### src/rtl/inst_mem_loader.sv
// Byte-stream loader that fills instruction memory with big-endian 32-bit words and holds the CPU until done.
// Optional trailing XOR checksum byte is enabled by defining LOADER_CHECKSUM_EN.
module inst_mem_loader #(
  parameter int unsigned ADDR_W = 8
) (
  input  logic              clk,
  input  logic              rst,
  input  logic              start,
  input  logic [ADDR_W:0]   num_words,
  input  logic [7:0]        byte_in,
  input  logic              byte_valid,
  output logic              byte_ready,
  output logic              mem_we,
  output logic [ADDR_W-1:0] mem_addr,
  output logic [31:0]       mem_wdata,
  output logic              busy,
  output logic              done,
  output logic              cpu_hold,
  output logic              chk_err
);

  typedef enum logic [2:0] {
    IDLE,
    RECV,
    WRITE,
`ifdef LOADER_CHECKSUM_EN
    CHECK,
`endif
    DONE
  } state_t;

  localparam logic [ADDR_W:0] MAX_WORDS = {1'b1, {ADDR_W{1'b0}}};

  state_t            state_q;
  logic [ADDR_W:0]   count_q;
  logic [ADDR_W:0]   written_q;
  logic [ADDR_W-1:0] addr_q;
  logic [1:0]        idx_q;
  logic [23:0]       shift_q;
  logic [31:0]       wdata_q;
  logic              byte_ready_q;
  logic              mem_we_q;
  logic              busy_q;
  logic              done_q;
  logic              cpu_hold_q;
`ifdef LOADER_CHECKSUM_EN
  logic [7:0]        xor_q;
  logic              chk_err_q;
`endif

  logic              hs_d;
  logic              last_d;
  logic [ADDR_W:0]   count_d;

  assign hs_d    = byte_valid & byte_ready_q;
  assign last_d  = ((written_q + (ADDR_W+1)'(1)) == count_q);
  assign count_d = (num_words > MAX_WORDS) ? MAX_WORDS : num_words;

  always_ff @(posedge clk or posedge rst) begin
    if (rst) begin
      state_q      <= IDLE;
      count_q      <= '0;
      written_q    <= '0;
      addr_q       <= '0;
      idx_q        <= '0;
      shift_q      <= '0;
      wdata_q      <= '0;
      byte_ready_q <= 1'b0;
      mem_we_q     <= 1'b0;
      busy_q       <= 1'b0;
      done_q       <= 1'b0;
      cpu_hold_q   <= 1'b1;
`ifdef LOADER_CHECKSUM_EN
      xor_q        <= '0;
      chk_err_q    <= 1'b0;
`endif
    end else begin
      mem_we_q <= 1'b0;
      done_q   <= 1'b0;
      case (state_q)
        IDLE: begin
          if (start) begin
            count_q    <= count_d;
            written_q  <= '0;
            addr_q     <= '0;
            idx_q      <= '0;
            cpu_hold_q <= 1'b1;
            busy_q     <= 1'b1;
`ifdef LOADER_CHECKSUM_EN
            xor_q      <= '0;
            chk_err_q  <= 1'b0;
`endif
            if (count_d == '0) begin
              state_q <= DONE;
            end else begin
              state_q      <= RECV;
              byte_ready_q <= 1'b1;
            end
          end
        end
        RECV: begin
          if (hs_d) begin
            shift_q <= {shift_q[15:0], byte_in};
            idx_q   <= idx_q + 2'd1;
`ifdef LOADER_CHECKSUM_EN
            xor_q   <= xor_q ^ byte_in;
`endif
            if (idx_q == 2'd3) begin
              wdata_q      <= {shift_q, byte_in};
              mem_we_q     <= 1'b1;
              byte_ready_q <= 1'b0;
              state_q      <= WRITE;
            end
          end
        end
        WRITE: begin
          written_q <= written_q + (ADDR_W+1)'(1);
          if (last_d) begin
            // Address is left on the final word so a full-depth load never wraps to 0.
`ifdef LOADER_CHECKSUM_EN
            byte_ready_q <= 1'b1;
            state_q      <= CHECK;
`else
            done_q     <= 1'b1;
            cpu_hold_q <= 1'b0;
            busy_q     <= 1'b0;
            state_q    <= DONE;
`endif
          end else begin
            addr_q       <= addr_q + ADDR_W'(1);
            byte_ready_q <= 1'b1;
            state_q      <= RECV;
          end
        end
`ifdef LOADER_CHECKSUM_EN
        CHECK: begin
          if (hs_d) begin
            chk_err_q    <= (byte_in != xor_q);
            byte_ready_q <= 1'b0;
            done_q       <= 1'b1;
            cpu_hold_q   <= 1'b0;
            busy_q       <= 1'b0;
            state_q      <= DONE;
          end
        end
`endif
        DONE: begin
          // Zero-word loads arrive here with done still low and spend one extra cycle raising it.
          if (!done_q) begin
            done_q     <= 1'b1;
            cpu_hold_q <= 1'b0;
            busy_q     <= 1'b0;
          end else begin
            state_q <= IDLE;
          end
        end
        default: state_q <= IDLE;
      endcase
    end
  end

  assign byte_ready = byte_ready_q;
  assign mem_we     = mem_we_q;
  assign mem_addr   = addr_q;
  assign mem_wdata  = wdata_q;
  assign busy       = busy_q;
  assign done       = done_q;
  assign cpu_hold   = cpu_hold_q;
`ifdef LOADER_CHECKSUM_EN
  assign chk_err    = chk_err_q;
`else
  assign chk_err    = 1'b0;
`endif

endmodule

### config.mk
export PLATFORM = sky130hd
export DESIGN_NAME = inst_mem_loader
export DESIGN_NICKNAME = d
export VERILOG_FILES = /design/src/rtl/inst_mem_loader.sv
export SDC_FILE = /design/constraint.sdc
export NUM_CORES = 1
export LEC_CHECK = 0
export CORE_ASPECT_RATIO = 0.75
export CORE_MARGIN = 1.5
export CORE_UTILIZATION = 48
export CTS_BUF_LIST = sky130_fd_sc_hd__clkbuf_16
export DETAILED_ROUTE_END_ITERATION = 12
export HOLD_SLACK_MARGIN = 0.05
export PLACE_DENSITY = 0.76
export SYNTH_ARGS = -nofsm -noshare
export SYNTH_HDL_FRONTEND = slang
export SYNTH_SLANG_ARGS = --single-unit
### constraint.sdc
create_clock -name clk -period 3 [get_ports clk]
set_input_delay 0.45 -clock clk [delete_from_list [all_inputs] [get_ports clk]]
set_output_delay 0.45 -clock clk [all_outputs]
set_load 0.02 [all_outputs]
# [Word level (Yosys, flattened, before mapping)]
# Index checks and enable logic that the tools add are counted.
# Widths: inputs -> output; s select.
[word_totals] regBits=92 word_cells=77 out_inout_bits=46
[classes] bitwise=1 n_eq_ne=13 n_lt_le_gt_ge=1 n_mux=32 n_addsub=3 reduce_logical=15
[op_table] operator="$mux 9" count=2
[op_table] operator="$pmux 9 s2" count=1
[op_table] operator="$mux 8" count=2
[op_table] operator="$ne 2x2->1 const B" count=8
[op_table] operator="$pmux 8 s2" count=1
[op_table] operator="$mux 1" count=13
[op_table] operator="$mux 3" count=4
[op_table] operator="$pmux 3 s4" count=1
[op_table] operator="$add 9x1->9 const B" count=1
[op_table] operator="$eq 9x9->1" count=1
[op_table] operator="$gt 9x9->1 const B" count=1
[op_table] operator="$logic_not 9->1" count=1
[op_table] operator="$reduce_and 3->1" count=3
[op_table] operator="$add 8x1->8 const B" count=1
[op_table] operator="$mux 2" count=4
[op_table] operator="$reduce_and 4->1" count=2
[op_table] operator="$eq 3x2->1 const B" count=2
[op_table] operator="$pmux 1 s3" count=2
[op_table] operator="$reduce_and 2->1" count=3
[op_table] operator="$reduce_and 6->1" count=1
[op_table] operator="$reduce_bool 3->1" count=2
[op_table] operator="$pmux 2 s2" count=1
[op_table] operator="$reduce_bool 2->1" count=2
[op_table] operator="$eq 3x1->1 const B" count=1
[op_table] operator="other kinds (5)" count=5

# [Longest topological paths before layout]
[logic_depth] word_depth=6 mapped_depth=8 mapped_depth_nobuf=7

# [Least setup slack after synthesis]
# Ideal clock, no wire load.
[synth_timing] kind="flip-flop to flip-flop" start="register written_q[0]" end="register byte_ready_q, in the netlist byte_ready" path_slack_ns=0.815 n_path_buf=1 required_ns=2.879 arrival_time_ns=2.064 stages_incl_launch_ff=9 path_cell_list="dfrtp_1 ha_1 xnor3_1 nand3_1 a2111oi_0 o2111a_2 buf_6 a21oi_2 a22o_1"
[synth_between] elab_chain_len=4
[synth_lines] item="start, declared" line_no="36" text="logic [ADDR_W:0] written_q;"
[synth_lines] item="start signal, assigned" line_no="117" text="written_q <= written_q + (ADDR_W+1)'(1);"
[synth_lines] item="$add 9x1->9" line_no="56" text="assign last_d = ((written_q + (ADDR_W+1)'(1)) == count_q);"
[synth_lines] item="$eq 9x9->1" line_no="56"
[synth_lines] item="$ne 2x2->1 (no line)"
[synth_lines] item="$reduce_and 6->1 (no line)"
[synth_lines] item="end signal, assigned" line_no="68" text="byte_ready_q <= 1'b0;"
[synth_lines] item="end signal, assigned" line_no="97" text="byte_ready_q <= 1'b1;"
[synth_lines] item="end signal, assigned" line_no="111" text="byte_ready_q <= 1'b0;"
[synth_lines] item="end, declared" line_no="41" text="logic byte_ready_q;"
# Every way passes these cells.
# A chain may end at the register's enable or synchronous reset.

# [Worst setup path after layout]
[layout_timing] start="register written_q[0]" end="register addr_q[0], in the netlist mem_addr[0]"
[layout_between] elab_chain_len=4
[layout_lines] item="$add 9x1->9" line_no="56"
[layout_lines] item="$eq 9x9->1" line_no="56"
[layout_lines] item="$ne 2x2->1 (no line)"
[layout_lines] item="$reduce_and 3->1 (no line)"
[layout_lines] item="end signal, assigned" line_no="130" text="addr_q <= addr_q + ADDR_W'(1);"
[layout_lines] item="end, declared" line_no="37" text="logic [ADDR_W-1:0] addr_q;"
# Every way passes these cells.

==> qor.log <==
INFO  run_status     run_status=complete, no violations
INFO  floorplanning  rows=28
INFO  routing        route.detailed.drc=0
INFO  sta            timing.slew.headroom=52.7%
INFO  sta            fmax=0.416GHz
INFO  sta            min_period_over_period=80.2%
INFO  worst_setup_path worst_r2r_startpoint=written_q[0]
INFO  synthesis      synth_top_area_cell=sky130_fd_sc_hd__dfrtp_1
INFO  layout         area_growth=25.6%
INFO  synthesis      sequential_element_share_of_the_synthesized_area=56.8%
INFO  power_and_ir_drop p_leak=2.38nW
INFO  routing        route.final.wire_length=7.95mm
INFO  synthesis      netlist.area_leader.share=56.2%
INFO  synthesis      async_flop_share=100%
INFO  global_routing grt_busiest_layer=met2
INFO  global_routing groute.layer.met3.usage=3.77%
INFO  synthesis      syn_area_per_cell=10.8squm
INFO  worst_setup_path timing.critical_path.fanout_max=14
INFO  synthesis      synthesized_area=0.00401sqmm
INFO  layout         design.final.nets=461
INFO  place          post-place-ws=0.616ns
INFO  global_routing gr-usage-all-layers=19.8%
INFO  sta            totalNegativeSetupSlack=0ns
INFO  sta            final_critical_path_setup_slack=0.595ns
INFO  job            max_cap_violations=0
INFO  floorplanning  fp.coreArea=0.00799sqmm
INFO  clocking       cts.repair_timing.setup_buffer_count=0
INFO  hold_path      timing.hold.worst.class=flip-flop to flip-flop
INFO  routing        detail_route.iter0.violations=143
INFO  clocking       ctsHtreeMaxLevel=3
INFO  power_and_ir_drop power_density=477mW/mm^2
INFO  clocking       cts_inserted_buffers=9
INFO  sta            max_slew.worst_pin.slew=0.708ns
INFO  sta            finalCriticalPeriod=2.40ns
INFO  floorplanning  top_level_ports=67
INFO  global_routing antenna_violations_before_repair=0
INFO  worst_setup_path critical_path_arrival=2.67ns
INFO  routing        route.vias.total=2,922
INFO  global_routing gr-usage-met1=26.8%
INFO  global_routing number_of_global_route_vias_before_repair=2,809
INFO  place          detailed_place_hpwl=5.33mm
INFO  hold_path      min-delay-start=shift_q[18]
INFO  global_routing grt_start_max_net_pins=58
INFO  clocking       clock_tree_from_tritoncts=built
INFO  worst_setup_path cp_num_buf_inv=0
INFO  routing        avgViaCountPerCell=5.34
INFO  worst_setup_path crit_start=written_q[0]
INFO  global_routing overflow=0
INFO  floorplanning  floorplan.die.height=82.2um
INFO  floorplanning  initial_core_util=50.2%
INFO  sta            fin_hold_ws=0.471ns
INFO  synthesis      synth.yosys.warnings=0
INFO  place          routabilityCongestion=0.903
INFO  clocking       clkSinkCount=91
INFO  power_and_ir_drop design_power_total=2.40mW
INFO  sta            drv_slew=0
INFO  worst_setup_path setup.worst_path.class=flip-flop to flip-flop
INFO  floorplanning  die-area=0.00892sqmm
INFO  sta            clock_skew=0.00568ns
INFO  synthesis      synthesis.instances=373
INFO  sta            setup_viol=0
INFO  clocking       path_clk_slew=0.06ns
INFO  clocking       clock_insertion_delay_worst_skew=0.33ns
INFO  clocking       cts_resized=0
INFO  synthesis      postSynthRegisterBits=91
INFO  worst_setup_path critical_path.slowest_cell=sky130_fd_sc_hd__o2111a_2
INFO  worst_setup_path worst_path_dominant_cell_family=compound AO/OA/AOI/OAI gates
INFO  floorplanning  die_width=109um
INFO  synthesis      synthFlopType=sky130_fd_sc_hd__dfrtp_1
INFO  synthesis      synth_commonest_cells=sky130_fd_sc_hd__nand2_1, sky130_fd_sc_hd__dfrtp_1, sky130_fd_sc_hd__mux2_2, sky130_fd_sc_hd__o21ai_0
INFO  synthesis      ys_types=47
INFO  worst_setup_path worst-endpoint-required=3.26ns
INFO  synthesis      synthTopCellsByArea=sky130_fd_sc_hd__dfrtp_1, sky130_fd_sc_hd__nand2_1, sky130_fd_sc_hd__mux2_2
INFO  worst_setup_path startpoint_type=flip-flop
INFO  worst_setup_path endpoint_kind=flip-flop
INFO  sta            setup_repair_after_global_routing_missed_its_margin=false
INFO  global_routing grt_pass1_wl=13.6mm
INFO  place          placement.io_buffers=65
INFO  global_routing gr-usage-met2=32.1%
INFO  synthesis      synth.net_count=397
INFO  routing        postRouteAntennaNets=0
INFO  routing        drtPass1Iterations=4
INFO  layout         drive_above_1_share=13.1%
INFO  sta            report.final.hold_viol_count=0
INFO  clocking       ctsLongestPathBuffers=2
INFO  clocking       cts_hold_buffers=0
INFO  power_and_ir_drop irDropWorstVdd=286uV
INFO  worst_setup_path crit_path_max_incr_delay=0.44ns
INFO  routing        wire_per_inst=14.5um
INFO  layout         antennaDiodeCount=0
INFO  synthesis      synth_most_common_cell=sky130_fd_sc_hd__nand2_1
INFO  synthesis      synth_edf_count=0
INFO  worst_setup_path cp_cell_sequence=ha_1, xnor3_1, nand3_1, a2111oi_0, o2111a_2, nand2b_1, mux2i_1
INFO  clocking       cts.root.buffer_cell=sky130_fd_sc_hd__clkbuf_16
==> per-stage QoR <==
stage	util, %	instances	cell area (sq um)
2_1_floorplan	-	373	4010
3_3_place_gp	59.4	531	4750
3_5_place_dp	59.4	531	4750
4_1_cts	63.1	547	5040
5_1_grt	63.1	547	5040
6_report	63.1	547	5040
==> registers in the layout, indices dropped and copies added, names as in the netlist <==
register,cells
busy,1
done,1
shift_q,24
mem_addr,8
idx_q,2
count_q,9
mem_wdata,32
mem_we,1
state_q,2
written_q,9
byte_ready,1
cpu_hold,1
==> power breakdown <==
group          switching (mW)  total [mW]  internal [mW]
clock                   0.467        1.11          0.644
combinational          0.0342      0.0644         0.0302
sequential                  0        1.23           1.23
total                   0.501        2.40           1.90
==> layout by cell type, fill, tap and decap left out, types with 5 or more instances in the layout <==
cell,Yosys,routed
sky130_fd_sc_hd__o21ai_0,21,21
sky130_fd_sc_hd__nand2_1,106,106
sky130_fd_sc_hd__clkbuf_16,0,9
sky130_fd_sc_hd__nand2b_1,10,10
sky130_fd_sc_hd__xnor2_1,8,8
sky130_fd_sc_hd__mux2i_1,6,6
sky130_fd_sc_hd__mux2_2,23,23
sky130_fd_sc_hd__clkdlybuf4s50_1,0,65
sky130_fd_sc_hd__buf_4,1,5
sky130_fd_sc_hd__o31ai_1,6,6
sky130_fd_sc_hd__a22o_1,5,5
sky130_fd_sc_hd__dfrtp_1,90,90
sky130_fd_sc_hd__nor2_1,8,8
sky130_fd_sc_hd__a21oi_1,9,9
sky130_fd_sc_hd__nand3_1,6,6
sky130_fd_sc_hd__mux2_1,10,10
==> final cells by class <==
cell class	count	area [sq um]
multi-input cells	258	1600
inverters	6	23.8
well taps	105	131
clock buffers	9	225
fillers	636	2950
clock inverters	7	67.6
repair buffers	71	708
flip-flops and latches	91	2280
==> cell families (layout without fill, tap and decap cells) <==
kind of cell    count (synthesis)  in the layout  synth area share, %
mux                            39             39                 10.8
buf+inv                        24             93                 3.18
compound gates                 53             53                 8.64
flops                          91             91                 56.8
simple gates                  150            150                 16.4
xor+xnor                       12             12                 3.15
other cells                     1              1               0.0935
fa+ha+maj                       3              3                0.936
==> layer usage <==
metal / vias to the layer above / share of wire, %
met5: - / 0
met4: 0 / 1.4
met3: 11 / 4.4
met2: 60 / 48
met1: 1455 / 46
li1: 1396 / -
==> worst min-delay path, delay by kind of cell, from the launching register on <==
| kind | cells | cell delay, ns |
|---|---|---|
| and+or+nand+nor | 2 | 0.10 |
| DFF | 1 | 0.34 |
==> path summary, 6_finish.rpt <==
check / end / slack [ns] / depth (start not counted)
worst max-delay path: mem_addr[0] / 0.60 / 7
worst min-delay path: shift_q[18] / 0.47 / 2
worst max register to register: mem_addr[0] / 0.60 / 7
worst min register to register: shift_q[18] / 0.47 / 2
max in group asynchronous: mem_wdata[3] / 1.80 / 3
min in group asynchronous: written_q[7] / 0.50 / 2
No activity file was read; power rests on OpenSTA's default activity.
